===== src/rtl/vga_sync_if.sv =====
// Sync bundle between a VGA sync source and the position-recovering decoder.
// The master drives the sync pulses; the slave returns the recovered beam position and lock status.
interface vga_sync_if;
    logic       hsync;
    logic       vsync;
    logic [9:0] hpos;
    logic [9:0] vpos;
    logic       visible;
    logic       frame_start;
    logic       locked;

    modport master (
        output hsync,
        output vsync,
        input  hpos,
        input  vpos,
        input  visible,
        input  frame_start,
        input  locked
    );

    modport slave (
        input  hsync,
        input  vsync,
        output hpos,
        output vpos,
        output visible,
        output frame_start,
        output locked
    );
endinterface


===== src/rtl/vga_sync_decoder.sv =====
// Recovers beam position from incoming HSync/VSync and locks when the line/frame
// timing matches the expected VGA geometry. Fixed two-clock latency from sync input to position.
module vga_sync_decoder #(
    parameter int unsigned HTotal        = 800,
    parameter int unsigned HVisible      = 640,
    parameter int unsigned HSyncStart    = 656,
    parameter int unsigned VTotal        = 525,
    parameter int unsigned VVisible      = 480,
    parameter int unsigned VSyncStart    = 490,
    parameter bit          SyncActiveLow = 1'b1,
    parameter int unsigned LockLines     = 4
) (
    input  logic      clk_i,
    input  logic      rst_ni,
    vga_sync_if.slave vga_io
);
    localparam int unsigned TimeoutClks = 2 * HTotal;
    localparam int unsigned ToW         = $clog2(TimeoutClks);
    localparam int unsigned GoodW       = $clog2(LockLines + 1);

    localparam logic [9:0]       HLast    = 10'(HTotal - 1);
    localparam logic [9:0]       HVis     = 10'(HVisible);
    localparam logic [9:0]       HSyncPos = 10'(HSyncStart);
    localparam logic [9:0]       VLast    = 10'(VTotal - 1);
    localparam logic [9:0]       VVis     = 10'(VVisible);
    localparam logic [9:0]       VSyncPos = 10'(VSyncStart);
    localparam logic [ToW-1:0]   ToLast   = ToW'(TimeoutClks - 1);
    localparam logic [GoodW-1:0] GoodLock = GoodW'(LockLines);

    typedef enum logic [1:0] {StSearch, StHMeasure, StHLocked, StLocked} state_e;

    state_e           state_q, state_d;
    logic [GoodW-1:0] good_q, good_d, good_inc;
    logic [ToW-1:0]   to_q, to_d;
    logic             hs_q, hs_prev_q, vs_q, vs_prev_q;
    logic [9:0]       hpos_q, hpos_d, vpos_q, vpos_d, hinc, vstep;
    logic             locked_q, locked_d, visible_q, visible_d, fs_q, fs_d;
    logic             hs_edge, vs_edge, h_good, v_good, h_bad, v_bad, h_wrap, timeout;

    // Syncs are stored as "asserted" regardless of the line polarity.
    always_ff @(posedge clk_i or negedge rst_ni) begin
        if (!rst_ni) begin
            hs_q      <= 1'b0;
            hs_prev_q <= 1'b0;
            vs_q      <= 1'b0;
            vs_prev_q <= 1'b0;
        end else begin
            hs_q      <= vga_io.hsync ^ SyncActiveLow;
            hs_prev_q <= hs_q;
            vs_q      <= vga_io.vsync ^ SyncActiveLow;
            vs_prev_q <= vs_q;
        end
    end

    assign hs_edge = hs_q & ~hs_prev_q;
    assign vs_edge = vs_q & ~vs_prev_q;

    // Free-running position the counters would reach without any sync load.
    assign h_wrap = (hpos_q == HLast);
    assign hinc   = h_wrap ? '0 : hpos_q + 10'd1;
    assign vstep  = h_wrap ? ((vpos_q == VLast) ? '0 : vpos_q + 10'd1) : vpos_q;

    assign h_good = (hinc == HSyncPos);
    assign v_good = (vstep == VSyncPos);
    assign h_bad  = hs_edge & ~h_good;
    assign v_bad  = vs_edge & ~v_good;

    assign hpos_d = hs_edge ? HSyncPos : hinc;
    assign vpos_d = vs_edge ? VSyncPos : vstep;

    assign timeout  = ~hs_edge & (to_q == ToLast);
    assign to_d     = hs_edge ? '0 : ((to_q == ToLast) ? to_q : to_q + ToW'(1));
    assign good_inc = good_q + GoodW'(1);

    always_comb begin
        state_d = state_q;
        good_d  = good_q;
        unique case (state_q)
            StSearch: begin
                if (hs_edge) state_d = StHMeasure;
            end
            StHMeasure: begin
                if (hs_edge) begin
                    if (h_good) begin
                        good_d = good_inc;
                        if (good_inc == GoodLock) state_d = StHLocked;
                    end else begin
                        good_d = '0;
                    end
                end
            end
            StHLocked: begin
                if (h_bad) state_d = StSearch;
                else if (vs_edge) state_d = StLocked;
            end
            StLocked: begin
                if (h_bad || v_bad) state_d = StSearch;
            end
            default: state_d = StSearch;
        endcase
        if (timeout) state_d = StSearch;
        if (state_d == StSearch) good_d = '0;
    end

    // Status is registered alongside the position so both describe the same beam point.
    assign locked_d  = (state_d == StLocked);
    assign visible_d = locked_d & (hpos_d < HVis) & (vpos_d < VVis);
    assign fs_d      = locked_d & (hpos_d == '0) & (vpos_d == '0);

    always_ff @(posedge clk_i or negedge rst_ni) begin
        if (!rst_ni) begin
            state_q   <= StSearch;
            good_q    <= '0;
            to_q      <= '0;
            hpos_q    <= '0;
            vpos_q    <= '0;
            locked_q  <= 1'b0;
            visible_q <= 1'b0;
            fs_q      <= 1'b0;
        end else begin
            state_q   <= state_d;
            good_q    <= good_d;
            to_q      <= to_d;
            hpos_q    <= hpos_d;
            vpos_q    <= vpos_d;
            locked_q  <= locked_d;
            visible_q <= visible_d;
            fs_q      <= fs_d;
        end
    end

    assign vga_io.hpos        = hpos_q;
    assign vga_io.vpos        = vpos_q;
    assign vga_io.locked      = locked_q;
    assign vga_io.visible     = visible_q;
    assign vga_io.frame_start = fs_q;
endmodule

===== src/flat_wrapper.sv =====
// flat-port wrapper written by rule: the top's interface ports become plain ports
module vga_sync_decoder_flat 
#(
    parameter int unsigned HTotal        = 800,
    parameter int unsigned HVisible      = 640,
    parameter int unsigned HSyncStart    = 656,
    parameter int unsigned VTotal        = 525,
    parameter int unsigned VVisible      = 480,
    parameter int unsigned VSyncStart    = 490,
    parameter bit          SyncActiveLow = 1'b1,
    parameter int unsigned LockLines     = 4
)
  (clk_i, rst_ni, vga_io_hsync, vga_io_vsync, vga_io_hpos, vga_io_vpos, vga_io_visible, vga_io_frame_start, vga_io_locked);
  vga_sync_if vga_io_i ();
  input  logic clk_i;
  input  logic rst_ni;
  input wire logic [$bits(vga_io_i.hsync)-1:0] vga_io_hsync;
  input wire logic [$bits(vga_io_i.vsync)-1:0] vga_io_vsync;
  output wire logic [$bits(vga_io_i.hpos)-1:0] vga_io_hpos;
  output wire logic [$bits(vga_io_i.vpos)-1:0] vga_io_vpos;
  output wire logic [$bits(vga_io_i.visible)-1:0] vga_io_visible;
  output wire logic [$bits(vga_io_i.frame_start)-1:0] vga_io_frame_start;
  output wire logic [$bits(vga_io_i.locked)-1:0] vga_io_locked;
  assign vga_io_i.hsync = vga_io_hsync;
  assign vga_io_i.vsync = vga_io_vsync;
  assign vga_io_hpos = vga_io_i.hpos;
  assign vga_io_vpos = vga_io_i.vpos;
  assign vga_io_visible = vga_io_i.visible;
  assign vga_io_frame_start = vga_io_i.frame_start;
  assign vga_io_locked = vga_io_i.locked;
  vga_sync_decoder #(.HTotal(HTotal), .HVisible(HVisible), .HSyncStart(HSyncStart), .VTotal(VTotal), .VVisible(VVisible), .VSyncStart(VSyncStart), .SyncActiveLow(SyncActiveLow), .LockLines(LockLines)) u_core (.clk_i(clk_i), .rst_ni(rst_ni), .vga_io(vga_io_i));
endmodule

===== config.mk =====
export PLATFORM = sky130hd
export DESIGN_NAME = vga_sync_decoder_flat
export DESIGN_NICKNAME = d
export VERILOG_FILES = /design/src/rtl/vga_sync_if.sv /design/src/rtl/vga_sync_decoder.sv /design/src/flat_wrapper.sv
export SDC_FILE = /design/constraint.sdc
export NUM_CORES = 1
export LEC_CHECK = 0
export ABC_AREA = 1
export ABC_CLOCK_PERIOD_IN_PS = 2310
export CORE_ASPECT_RATIO = 1.75
export CORE_MARGIN = 4
export CORE_UTILIZATION = 30
export DETAILED_ROUTE_END_ITERATION = 7
export PLACE_DENSITY = 0.49
export SYNTH_ARGS = -nofsm -noshare
export SYNTH_HDL_FRONTEND = slang
export SYNTH_SLANG_ARGS = --single-unit

===== constraint.sdc =====
create_clock -name clk_i -period 2.31 [get_ports clk_i]
set_input_delay 0.693 -clock clk_i [delete_from_list [all_inputs] [get_ports clk_i]]
set_output_delay 0.693 -clock clk_i [all_outputs]
set_load 0.03 [all_outputs]

Word-level counts from Yosys, hierarchy flattened
Cells that the tools add are included.
{"block": "totals", "reg_bits": 43, "elab_cells": 73}
{"block": "op_classes", "reduce_logical": 8, "n_lt_le_gt_ge": 2, "addsub": 4, "eq_ne": 11, "mux": 20, "bitwise_logic": 16}
{"cell": "$mux W10", "count": 5}
{"cell": "$eq A10 B10 Y1 const B", "count": 3}
{"cell": "$mux W11", "count": 2}
{"cell": "$add A10 B1 Y10 const B", "count": 2}
{"cell": "$logic_not A10 Y1", "count": 2}
{"cell": "$mux W2", "count": 8}
{"cell": "$mux W3", "count": 4}
{"cell": "$add A11 B1 Y11 const B", "count": 1}
{"cell": "$eq A11 B11 Y1 const B", "count": 1}
{"cell": "$eq A10 B9 Y1 const B", "count": 1}
{"cell": "$lt A10 B10 Y1 const B", "count": 1}
{"cell": "$lt A10 B9 Y1 const B", "count": 1}
{"cell": "$and A1 B1 Y1", "count": 9}
{"cell": "$pmux W2 S4", "count": 1}
{"cell": "$not A1 Y1", "count": 7}
{"cell": "$eq A2 B2 Y1 const B", "count": 3}
{"cell": "$logic_not A2 Y1", "count": 2}
{"cell": "$reduce_bool A2 Y1", "count": 2}
{"cell": "$add A3 B1 Y3 const B", "count": 1}
{"cell": "$eq A3 B3 Y1 const B", "count": 1}
{"cell": "$eq A2 B1 Y1 const B", "count": 1}
{"cell": "$ne A2 B1 Y1 const B", "count": 1}
{"cell": "$reduce_and A2 Y1", "count": 1}
{"cell": "$logic_or A1 B1 Y1", "count": 1}

Depth between registers and ports, before layout
Gate-level depths: netlist (run 1).
{"block": "depth", "word_depth": 13, "mapped_depth": 17, "depth_no_buf": 16}

Worst setup path before layout (run 1)
Ideal clock, no wire load.
{"block": "synth_timing", "path_type": "reg-to-reg", "from": "reg u_core.hpos_q[0] (netlist: u_core.vga_io.hpos[0])", "to": "reg u_core.good_q[1]", "setup_slack_ns": -0.010, "path_buffers": 1, "required_time_ns": 2.237, "path_stages_with_launch": 17, "arrival_time_ns": 2.247, "period_less_slack_ns": 2.320, "path_cell_list": "dfrtp_1 > ha_1 > nand2_2 > nor2_4 > inv_2 > nor2_8 > buf_8 > nand2_1 > nand2_2 > nand2_1 > nor2_1 > nand3_1 > nand2_2 > nand2_4 > nand2_2 > nand2_2 > a21boi_2"}
{"block": "synth_via", "elab_chain_cells": 12, "elab_cells_between_ends": 25, "cone_classes": "1 x add/sub; 3 x eq/ne; 12 x mux; 4 x bitwise; 5 x reduce/logical"}
{"element": "from (decl)", "line": "vga_sync_decoder.sv:36", "text": "logic [9:0] hpos_q, hpos_d, vpos_q, vpos_d, hinc, vstep;"}
{"element": "from (signal assigned)", "line": "vga_sync_decoder.sv:124", "text": "hpos_q <= hpos_d;"}
{"element": "$add A10 B1 Y10 / $eq A10 B10 Y1 (equally long branches)", "line": "vga_sync_decoder.sv:60, vga_sync_decoder.sv:59"}
{"element": "$mux W10 (on tied branches)", "line": "vga_sync_decoder.sv:60, vga_sync_decoder.sv:61"}
{"element": "$eq A10 B10 Y1 / $eq A10 B9 Y1 (equally long branches)", "line": "vga_sync_decoder.sv:63, vga_sync_decoder.sv:64"}
{"element": "$not A1 Y1 (on tied branches)", "line": "vga_sync_decoder.sv:65, vga_sync_decoder.sv:66"}
{"element": "$and A1 B1 Y1 (on tied branches)", "line": "vga_sync_decoder.sv:65, vga_sync_decoder.sv:66"}
{"element": "$logic_or A1 B1 Y1", "line": "vga_sync_decoder.sv:97", "text": "if (h_bad || v_bad) state_d = StSearch;"}
{"element": "$mux W2", "line": "vga_sync_decoder.sv:97"}
{"element": "$pmux W2 S4", "line": "vga_sync_decoder.sv:78", "text": "unique case (state_q)"}
{"element": "$mux W2", "line": "vga_sync_decoder.sv:101", "text": "if (timeout) state_d = StSearch;"}
{"element": "$logic_not A2 Y1", "line": "vga_sync_decoder.sv:102", "text": "if (state_d == StSearch) good_d = '0;"}
{"element": "$reduce_bool A2 Y1 (no line)"}
{"element": "$reduce_and A2 Y1 (no line)"}
{"element": "to (signal assigned)", "line": "vga_sync_decoder.sv:122", "text": "good_q <= good_d;"}
{"element": "to (decl)", "line": "vga_sync_decoder.sv:33", "text": "logic [GoodW-1:0] good_q, good_d, good_inc;"}
Several ways; a longest one is shown, not always the timed one. The select of a mux whose other input is x is not followed.
A chain may end at the register's enable or synchronous reset.

Worst setup path after layout (run 1)
{"block": "layout_timing", "from": "reg u_core.vpos_q[7] (netlist: u_core.vga_io.vpos[7])", "to": "out vga_io_vpos[7]"}
{"element": "from (decl)", "line": "vga_sync_decoder.sv:36"}
{"element": "from (signal assigned)", "line": "vga_sync_decoder.sv:125", "text": "vpos_q <= vpos_d;"}
{"element": "to (decl)", "line": "flat_wrapper.sv:20", "text": "output wire logic [$bits(vga_io_i.vpos)-1:0] vga_io_vpos;"}
No word-level cell between the ends.

==> results of run 1 <==
metrics by stage:
stage | power, mW | worst slack [ps] | setup TNS [ps] | hold slack (ps)
6_report | 2.26 | 103 | 0 | 356
5_1_grt | 2.36 | -2.91 | -2.91 | 389
4_1_cts | 2.24 | 18.3 | 0 | 371
3_5_place_dp | 1.30 | 8.32 | 0 | 365
3_3_place_gp | 1.30 | 38.3 | 0 | 361
2_1_floorplan | 1.13 | 39.2 | 0 | 354
Yosys cell counts (2+ instances only):
cell type,n
a31oi_1,2
o21bai_1,2
nor2_1,51
inv_1,52
nor3_1,7
o21ai_0,11
nand2_1,93
nand3_2,6
nand2_2,10
ha_1,7
nand2_4,3
clkbuf_1,2
nand4_1,16
nor4_1,3
o211ai_1,2
nor2_2,2
nand3_1,29
nor2_4,2
a21boi_2,2
inv_2,4
a21oi_1,8
nand3_4,2
dfrtp_1,43
or2_2,3
registers in the layout, indices dropped and copies added, names as in the netlist:
| name | count |
|---|---|
| u_core.hs_prev_q | 1 |
| u_core.vga_io.hpos | 10 |
| u_core.vga_io.locked | 1 |
| u_core.hs_q | 1 |
| u_core.vga_io.frame_start | 1 |
| u_core.vga_io.visible | 1 |
| u_core.vga_io.vpos | 10 |
| u_core.vs_q | 1 |
| u_core.state_q | 2 |
| u_core.good_q | 3 |
| u_core.to_q | 11 |
| u_core.vs_prev_q | 1 |
worst register-to-register path, cell delays in order, from the launching register on:
cell and delay [ps]:
dfrtp_1 350, ha_2 220, nand2_4 70, nor2_4 180, nand3_4 160, nand3_4 140, nand2_2 70, nor2_4 120
nand2_2 70, nand2_2 80, nand2_1 60, nor2_2 150, nand2_4 80, nand2_4 90, nand3_4 90, nor2_2 120
timing repair:
item | CTS | global route
buffers inserted | 0 | 5
gates cloned | 0 | 1
pin swaps | 1 | 11
gates resized for setup | 0 | 22
setup endpoints to repair | 1 | 8
cells by family after synthesis:
logic type | count (synthesis) | synth area share, %
AND/OR/NAND/NOR | 230 | 41.1
buffers and inverters | 61 | 8.95
flip-flops | 43 | 39.5
XOR/XNOR | 2 | 0.643
AO/OA/AOI/OAI | 29 | 6.57
adder cells (fa/ha/maj) | 7 | 3.21
per-layer routing:
metal  vias to the layer above  track usage [%]
li1                       1298                -
met4                         0             6.39
met3                        12             2.08
met2                        29             27.2
met1                      1192             14.3
met5                         -                0
worst paths after layout:
kind,slack [ps],endpoint,from
min,360,u_core.to_q[7],rst_ni
max in group asynchronous,1460,u_core.vga_io.vpos[1],rst_ni
min reg2reg,370,u_core.vs_prev_q,u_core.vs_q
min in group clk_i,370,u_core.vs_prev_q,u_core.vs_q
max,100,vga_io_vpos[7],u_core.vga_io.vpos[7]
max reg2reg,190,u_core.vga_io.visible,u_core.vga_io.hpos[1]
layout make-up:
type / instances / area, µm²
fillers: 938 / 5220
clock buffers: 5 / 125
multi-input cells: 269 / 1500
inverters: 57 / 216
clock inverters: 3 / 67.6
well taps: 117 / 146
repair buffers: 46 / 430
flip-flops and latches: 43 / 1080
power groups by stage:
| stage | combinational (mW) | sequential, mW | clock (mW) |
|---|---|---|---|
| floorplan | 0.207 | 0.925 | 0 |
| global placement | 0.425 | 0.875 | 0 |
| detailed placement | 0.427 | 0.877 | 0 |
| CTS | 0.432 | 0.863 | 0.945 |
| global route | 0.518 | 0.875 | 0.972 |
| finish | 0.469 | 0.867 | 0.929 |
==> insert_results.sql, run 1 <==
INSERT INTO impl_metrics (metric_group, metric, value, unit) VALUES
('critical_path', 'critical_path_peak_fanout', '8', ''),
('synth', 'synth_top_area_cell', 'dfrtp_1', ''),
('cts', 'cts_made_buffers', '5', ''),
('routing', 'via_count', '2531', ''),
('grt', 'grt_pass1_wl', '11800', 'µm'),
('routing', 'drtAntennaViolNets', '0', ''),
('timing', 'final-max-slew-violation-count', '0', ''),
('power_and_ir_drop', 'p_int', '1.62', 'mW'),
('die', 'dieArea', '10700', 'µm²'),
('routing', 'routed-wl-met2', '4110', 'µm'),
('layout', 'design.final.nets', '433', ''),
('routing', 'drt_iter0_markers', '69', ''),
('power_and_ir_drop', 'clock_power_share', '41.0', '%'),
('synth', 'mappedNetlistArea', '2730', 'µm²'),
('routing', 'route.detailed.drc', '0', ''),
('routing', 'met3WireLength', '157', 'µm'),
('routing', 'route.layer.met1.wl', '2620', 'µm'),
('critical_path', 'crit_cells', '1', ''),
('critical_path', 'critical_path.n_buffers_inverters', '1', ''),
('job', 'max_cap_violations', '0', ''),
('power_and_ir_drop', 'pwr-share-comb', '20.7', '%'),
('die', 'top_level_ports', '27', ''),
('placement', 'weighted_congestion_reported_at_the_end_of_routability_driven_placement', '0.827', ''),
('cts', 'cts_hold_repair.buffers', '0', ''),
('layout', 'syn2layout_area_growth', '30.9', '%'),
('timing', 'clock-skew-final', '3.55', 'ps'),
('cts', 'cts_tree', 'built', ''),
('power_and_ir_drop', 'power_per_cell_area', '635', 'nW/µm²'),
('die', 'die_h', '134', 'µm'),
('grt', 'grt_start_max_net_pins', '23', ''),
('grt', 'first_global_vias', '2515', ''),
('critical_path', 'worstRegToRegCells', '15', ''),
('placement', 'dp.final_hpwl', '5600', 'µm'),
('cts', 'clk_path_buf_depth', '2', ''),
('layout', 'antennaDiodeCount', '0', ''),
('grt', 'track_usage', '14.1', '%'),
('grt', 'number_of_antenna_violations_at_the_first_check_in_global_routing', '0', ''),
('timing', 'timing.final.crit_share', '95.5', '%'),
('synth', 'total_number_of_yosys_warnings', '0', ''),
('routing', 'detail_route.vias_per_cell', '4.69', ''),
('timing', 'relative_slew_slack', '68.7', '%'),
('placement', 'numPortBuffers', '26', ''),
('run_status', 'status', 'finished, final reports clean', ''),
('power_and_ir_drop', 'pwr-share-seq', '38.3', '%'),
('synth', 'synth-edff-count', '0', ''),
('placement', 'placed_cells', '526', ''),
('power_and_ir_drop', 'switching_power', '0.644', 'mW'),
('timing', 'fmax', '0.453', 'GHz'),
('cts', 'htreeDepth', '2', ''),
('synth', 'syn_inst', '372', ''),
('die', 'die-width', '80.0', 'µm'),
('routing', 'number_of_optimization_iterations_in_the_first_detailed_route_pass', '4', ''),
('synth', 'synth_async_reset_ratio', '100', '%'),
('synth', 'synth_net_count', '383', ''),
('power_and_ir_drop', 'power.share.switching', '28.4', '%'),
('synth', 'ys.flop_type', 'dfrtp_1', ''),
('layout', 'fin_util', '40.6', '%'),
('routing', 'totalWireLength', '7080', 'µm'),
('cts', 'cts_sinks', '43', ''),
('layout', 'final_area', '3570', 'µm²'),
('layout', 'final-instance-count-excl-fill', '540', ''),
('layout', 'fraction_of_final_layout_cells_with_drive_strength_greater_than_1', '19.1', '%'),
('critical_path', 'critPathRequiredTime', '1620', 'ps'),
('min_path', 'worst_hold_path_type', 'primary input to async pin', ''),
('layout', 'most-common-layout-cells', 'nand2_1 (90), inv_1 (52), nor2_1 (46)', ''),
('synth', 'synth.top_cells.by_area', 'dfrtp_1 (39%), nand2_1 (13%), inv_1 (7.2%)', ''),
('power_and_ir_drop', 'p_leak', '1.71', 'nW'),
('grt', 'grt.overflow.total', '0', ''),
('timing', 'max_slew.worst_pin.slew', '469', 'ps'),
('critical_path', 'crit_family', 'buffers and inverters', ''),
('synth', 'seq_area_frac_synth', '39.5', '%');
Note: power is estimated with default switching activity, not from simulation.
==> run 2, diff against run 1 <==
--- a/config.mk
+++ b/config.mk
@@ -6,7 +6,6 @@
 export NUM_CORES = 1
 export LEC_CHECK = 0
 export ABC_AREA = 1
-export ABC_CLOCK_PERIOD_IN_PS = 2310
 export CORE_ASPECT_RATIO = 1.75
 export CORE_MARGIN = 4
 export CORE_UTILIZATION = 30
==> results of run 2 <==
The final DEF is identical to that of run 1; final timing and power are the same.
